==> config.mk <==
export PLATFORM = sky130hd
export DESIGN_NAME = cache_meta_array
export DESIGN_NICKNAME = d
export VERILOG_FILES = /design/src/rtl/cache_meta_array.sv
export SDC_FILE = /design/constraint.sdc
export NUM_CORES = 1
export LEC_CHECK = 0
export BUFFER_PORTS_ARGS = -buffer_cell sky130_fd_sc_hd__buf_2
export CORE_AREA = 2 2 157 121
export DETAILED_ROUTE_END_ITERATION = 8
export DIE_AREA = 0 0 159 123
export PLACE_DENSITY_LB_ADDON = 0.2
export SLEW_MARGIN = 0
export SYNTH_ARGS = -nofsm -noshare
export SYNTH_HDL_FRONTEND = slang
export SYNTH_SLANG_ARGS = --single-unit
==> constraint.sdc <==
create_clock -name clk -period 3.4 [get_ports clk]
set_input_delay 0.68 -clock clk [delete_from_list [all_inputs] [get_ports clk]]
set_output_delay 0.68 -clock clk [all_outputs]
set_load 0.02 [all_outputs]
==> src/rtl/cache_meta_array.sv <==
// cache_meta_array: per-set valid, dirty and tree pseudo-LRU metadata with a whole-array flush sweeper.
// Dirty tracking is only built when the macro CACHE_META_DIRTY_EN is defined.
module cache_meta_array #(
  parameter int WAYS  = 2,
  parameter int SETS  = 32,
  parameter int IDX_W = $clog2(SETS),
  parameter int WAY_W = $clog2(WAYS)
) (
  input  logic             clk,
  input  logic             rstn,
  input  logic [IDX_W-1:0] index,
  output logic [WAYS-1:0]  valid,
  output logic [WAYS-1:0]  dirty,
  output logic [WAY_W-1:0] victim,
  input  logic             fill_en,
  input  logic [WAY_W-1:0] fill_way,
  input  logic             fill_dirty,
  input  logic             touch_en,
  input  logic [WAY_W-1:0] touch_way,
  input  logic             mark_dirty_en,
  input  logic [WAY_W-1:0] mark_dirty_way,
  input  logic             inv_en,
  input  logic [WAY_W-1:0] inv_way,
  input  logic             flush_req,
  output logic             flush_busy,
  output logic             flush_done
);

  typedef enum logic [1:0] {ST_IDLE, ST_SWEEP, ST_DONE} state_t;

  state_t                    state_q, state_d;
  logic [IDX_W-1:0]          cnt_q, cnt_d;
  logic [SETS-1:0][WAYS-1:0] valid_q, valid_d;
  logic [SETS-1:0][WAYS-2:0] plru_q, plru_d;
  logic [WAYS-1:0]           valid_row;
  logic [WAYS-2:0]           plru_row;
  logic [WAY_W-1:0]          tree_way, victim_c, node;
  logic                      idle;

  // Point every node on the path of 'way' away from it, root first.
  function automatic logic [WAYS-2:0] plru_touch(input logic [WAYS-2:0] cur,
                                                 input logic [WAY_W-1:0] way);
    logic [WAYS-2:0]  r;
    logic [WAY_W-1:0] n;
    logic [WAY_W-1:0] w;
    logic             b;
    r = cur;
    n = '0;
    w = way;
    for (int l = 0; l < WAY_W; l++) begin
      b    = w[WAY_W-1];
      r[n] = ~b;
      n    = WAY_W'((32'(n) << 1) + 32'd1 + 32'(b));
      w    = w << 1;
    end
    return r;
  endfunction

  assign idle       = (state_q == ST_IDLE);
  assign flush_busy = (state_q == ST_SWEEP);
  assign flush_done = (state_q == ST_DONE);
  assign valid_row  = valid_q[index];
  assign plru_row   = plru_q[index];

  always_comb begin
    state_d = state_q;
    cnt_d   = cnt_q;
    case (state_q)
      ST_IDLE: begin
        if (flush_req) begin
          state_d = ST_SWEEP;
          cnt_d   = '0;
        end
      end
      ST_SWEEP: begin
        cnt_d = cnt_q + 1'b1;
        if (cnt_q == IDX_W'(SETS - 1)) state_d = ST_DONE;
      end
      ST_DONE: state_d = ST_IDLE;
      default: state_d = ST_IDLE;
    endcase
  end

  // Tree walk gives the pLRU choice; any invalid way overrides it, lowest first.
  always_comb begin
    node     = '0;
    tree_way = '0;
    for (int l = 0; l < WAY_W; l++) begin
      tree_way = WAY_W'({tree_way, plru_row[node]});
      node     = WAY_W'((32'(node) << 1) + 32'd1 + 32'(plru_row[node]));
    end
    victim_c = tree_way;
    for (int w = WAYS - 1; w >= 0; w--) begin
      if (!valid_row[w]) victim_c = WAY_W'(w);
    end
  end

  assign valid  = idle ? valid_row : '0;
  assign victim = idle ? victim_c : '0;

  // Later assignments win, which yields inv > fill on a shared way.
  always_comb begin
    valid_d = valid_q;
    plru_d  = plru_q;
    if (state_q == ST_SWEEP) begin
      valid_d[cnt_q] = '0;
      plru_d[cnt_q]  = '0;
    end else if (idle) begin
      if (fill_en) valid_d[index][fill_way] = 1'b1;
      if (inv_en)  valid_d[index][inv_way]  = 1'b0;
      if (fill_en)       plru_d[index] = plru_touch(plru_q[index], fill_way);
      else if (touch_en) plru_d[index] = plru_touch(plru_q[index], touch_way);
    end
  end

  always_ff @(posedge clk or negedge rstn) begin
    if (!rstn) begin
      state_q <= ST_IDLE;
      cnt_q   <= '0;
      valid_q <= '0;
      plru_q  <= '0;
    end else begin
      state_q <= state_d;
      cnt_q   <= cnt_d;
      valid_q <= valid_d;
      plru_q  <= plru_d;
    end
  end

`ifdef CACHE_META_DIRTY_EN
  logic [SETS-1:0][WAYS-1:0] dirty_q, dirty_d;

  // A store hit only marks a way that is already valid.
  always_comb begin
    dirty_d = dirty_q;
    if (state_q == ST_SWEEP) begin
      dirty_d[cnt_q] = '0;
    end else if (idle) begin
      if (mark_dirty_en && valid_q[index][mark_dirty_way]) dirty_d[index][mark_dirty_way] = 1'b1;
      if (fill_en) dirty_d[index][fill_way] = fill_dirty;
      if (inv_en)  dirty_d[index][inv_way]  = 1'b0;
    end
  end

  always_ff @(posedge clk or negedge rstn) begin
    if (!rstn) dirty_q <= '0;
    else       dirty_q <= dirty_d;
  end

  assign dirty = idle ? dirty_q[index] : '0;
`else
  logic unused_dirty_inputs;
  assign unused_dirty_inputs = ^{fill_dirty, mark_dirty_en, mark_dirty_way};
  assign dirty = '0;
`endif

endmodule

==> flow_metrics.env <==
export IMPL_fp_dieW_um=159
export IMPL_track_usage=0.236
export IMPL_grt_pass1_vias=5673
export IMPL_reg2reg_from="state_q[0]"
export IMPL_clock_fmax_ghz=0.303
export IMPL_fin_cells=972
export IMPL_ys_warn_count=0
export IMPL_drt_pass1_iterations=5
export IMPL_die_h_um=123
export IMPL_hold_path_class="in -> async"
export IMPL_start_util=0.343
export IMPL_multi_input_area_um2=3320
export IMPL_yosysSeqAreaShare=0.415
export IMPL_ant_nets=0
export IMPL_routedWlPerCell_um=23.5
export IMPL_status="finished clean"
export IMPL_final_core_util=0.380
export IMPL_cts_root_buf="clkbuf_16"
export IMPL_portBuffers=18
export IMPL_async_reset_ff_frac=1.00
export IMPL_drt_iter0_drc=722
export IMPL_slowest_stage="or4b_4"
export IMPL_cp_start_kind="input pin"
export IMPL_dp_hpwl_um=15600
export IMPL_max_slew_margin=0.318
export IMPL_max_stage_delay_ns=0.58
export IMPL_coreArea_um2=18100
export IMPL_synth_top_area_cell="dfrtp_1"
export IMPL_cts_made_buffers=9
export IMPL_antenna_found_initial=0
export IMPL_wirelength_um=22900
export IMPL_startpoint="index[2]"
export IMPL_cp_common_cell="buf_2"
export IMPL_cts_resized_gates=0
export IMPL_final_min_clock_period_ns=3.29
export IMPL_ys_types=57
export IMPL_tns_ns=0
export IMPL_cts_tree="yes"
export IMPL_worstSetupPathType="in -> out"
export IMPL_dp_cells=956
export IMPL_syn_inst=727
export IMPL_cp_end_kind="output port"
export IMPL_fill_cells=1853
export IMPL_vias=6017
export IMPL_drive_above_1_share=0.106
export IMPL_rows=43
export IMPL_vias_per_cell=6.19
export IMPL_cp_required_ns=2.72
export IMPL_tightest_slew_ns=1.02
export IMPL_rsz0062_at_grt="no"
export IMPL_power_leakage_nw=2.90
export IMPL_synthTopCellsByCount="a21oi_1, dfrtp_1, nor2_1, nand2_1, mux2i_1"
export IMPL_synth_edff_count=0
export IMPL_gr_total_overflow=0
export IMPL_pwr_density_cell_nw_per_um2=620
export IMPL_drv_slew=0
export IMPL_drc=0
export IMPL_synth_top_area_frac=0.415
export IMPL_path_cells="buf_2 -> or4b_4 -> o22ai_1 -> nor3_1 -> and3_1 -> o31a_1 -> buf_2"
export IMPL_synth_top_flop_cell="dfrtp_1"
export IMPL_ys_ff_latch=103
export IMPL_synth_area_top_cells="dfrtp_1, a21oi_1, mux2i_1"
export IMPL_synth_most_common_cell="a21oi_1"
export IMPL_syn_area_um2=6210
export IMPL_maxCapViolations=0
export IMPL_clockBufferDepth=2
export IMPL_area_growth_pct=10.7
export IMPL_diodes=0
export IMPL_critPathArrivalTime_ns=2.61
export IMPL_clk_pin_slew_ns=0.07
export IMPL_setup_viol=0
export IMPL_fin_skew_ns=0.00929
export IMPL_cts_sinks=103
export IMPL_seq_area_um2=2580
export IMPL_cp_max_fo=22
export IMPL_dieArea_um2=19600
export IMPL_grt_pass1_wl_um=34600
export IMPL_cts_htree_levels=3
export IMPL_ioPinCount=24
export IMPL_synth_area_per_cell_um2=8.54
export IMPL_min_period_over_period=0.969
export IMPL_ctsHoldBuffers=0
export IMPL_final_nets=742
export IMPL_hold_violations=0
export IMPL_clk_insertion_delay_late_ns=0.36
export IMPL_grt_max_degree=63
export IMPL_gp_congestion=0.986
export IMPL_ir_worst_vdd_mv=0.400
export IMPL_post_cts_buffers=0
==> worst max-delay path: cells and delay by family <==
family          cells  cell delay, ns
compound gates      2            0.62
simple gates        3            0.88
buf+inv             2            0.41
==> final timing paths <==
path | depth (start not counted) | to | slack, ns
worst min register to register | 2 | valid_q[51] | 0.50
min in group clk | 2 | valid_q[51] | 0.50
worst max register to register | 6 | plru_q[12] | 0.98
worst min-delay path | 1 | valid_q[50] | 0.31
max in group asynchronous | 2 | plru_q[28] | 2.35
worst max-delay path | 7 | victim | 0.11
==> registers in the layout, indices dropped and copies added (netlist names) <==
register,cells
plru_q,32
state_q,2
valid_q,64
cnt_q,5
==> routing by layer <==
metal,share of wire,vias up,track usage
met1,0.45,2968,0.335
met4,0.020,0,0.0716
li1,-,2660,-
met5,0,-,0
met3,0.12,43,0.0755
met2,0.41,346,0.342
==> where the power goes <==
group	leakage (nW)	switching (W)	internal (W)
logic	1.33	0.000997	0.000441
registers	1.41	0.000243	0.00142
clock network	0.162	0.000491	0.000664
==> cell families (layout without fill, tap and decap cells) <==
| group | Yosys count | count (layout) | share of synthesized area |
|---|---|---|---|
| other cells | 1 | 2 | 0.000604 |
| flops | 103 | 103 | 0.415 |
| simple gates | 210 | 210 | 0.175 |
| mux | 51 | 51 | 0.0822 |
| compound gates | 287 | 287 | 0.265 |
| buf+inv | 70 | 67 | 0.0518 |
| fa+ha+maj | 5 | 5 | 0.0101 |
==> cell type report <==
class                   count  area share
inverters                   8     0.00437
clock inverters             6      0.0122
multi-input cells         555       0.482
clock buffers              10      0.0348
repair buffers             43      0.0462
well taps                 247      0.0450
flip-flops and latches    103       0.375
==> cells in the final DEF, fill, tap and decap left out, types with 6 or more instances in the layout <==
master	n
a211oi_1	6
a21oi_1	148
a221oi_1	8
a22oi_1	14
and2_1	8
buf_2	17
buf_4	23
clkbuf_16	9
dfrtp_1	103
inv_1	7
mux2i_1	51
nand2_1	57
nand3_1	7
nor2_1	63
nor2b_1	6
nor3_1	10
nor4_1	8
o21ai_0	42
o21ai_1	12
o22ai_1	25
o31ai_1	13
==> through the flow <==
stage / total power [W] / hold slack [ns] / area [um^2] / setup WS, ns
finish: 0.00426 / 0.311 / 6870 / 0.105
CTS: 0.00421 / 0.342 / 6870 / 0.171
detailed placement: 0.00307 / 0.493 / 6550 / 0.170
floorplan: 0.00250 / 0.384 / 6210 / 0.533
global route: 0.00444 / 0.358 / 6870 / 0.0654
global placement: 0.00303 / 0.481 / 6550 / 0.201
Power figures use the tool's default switching activity.
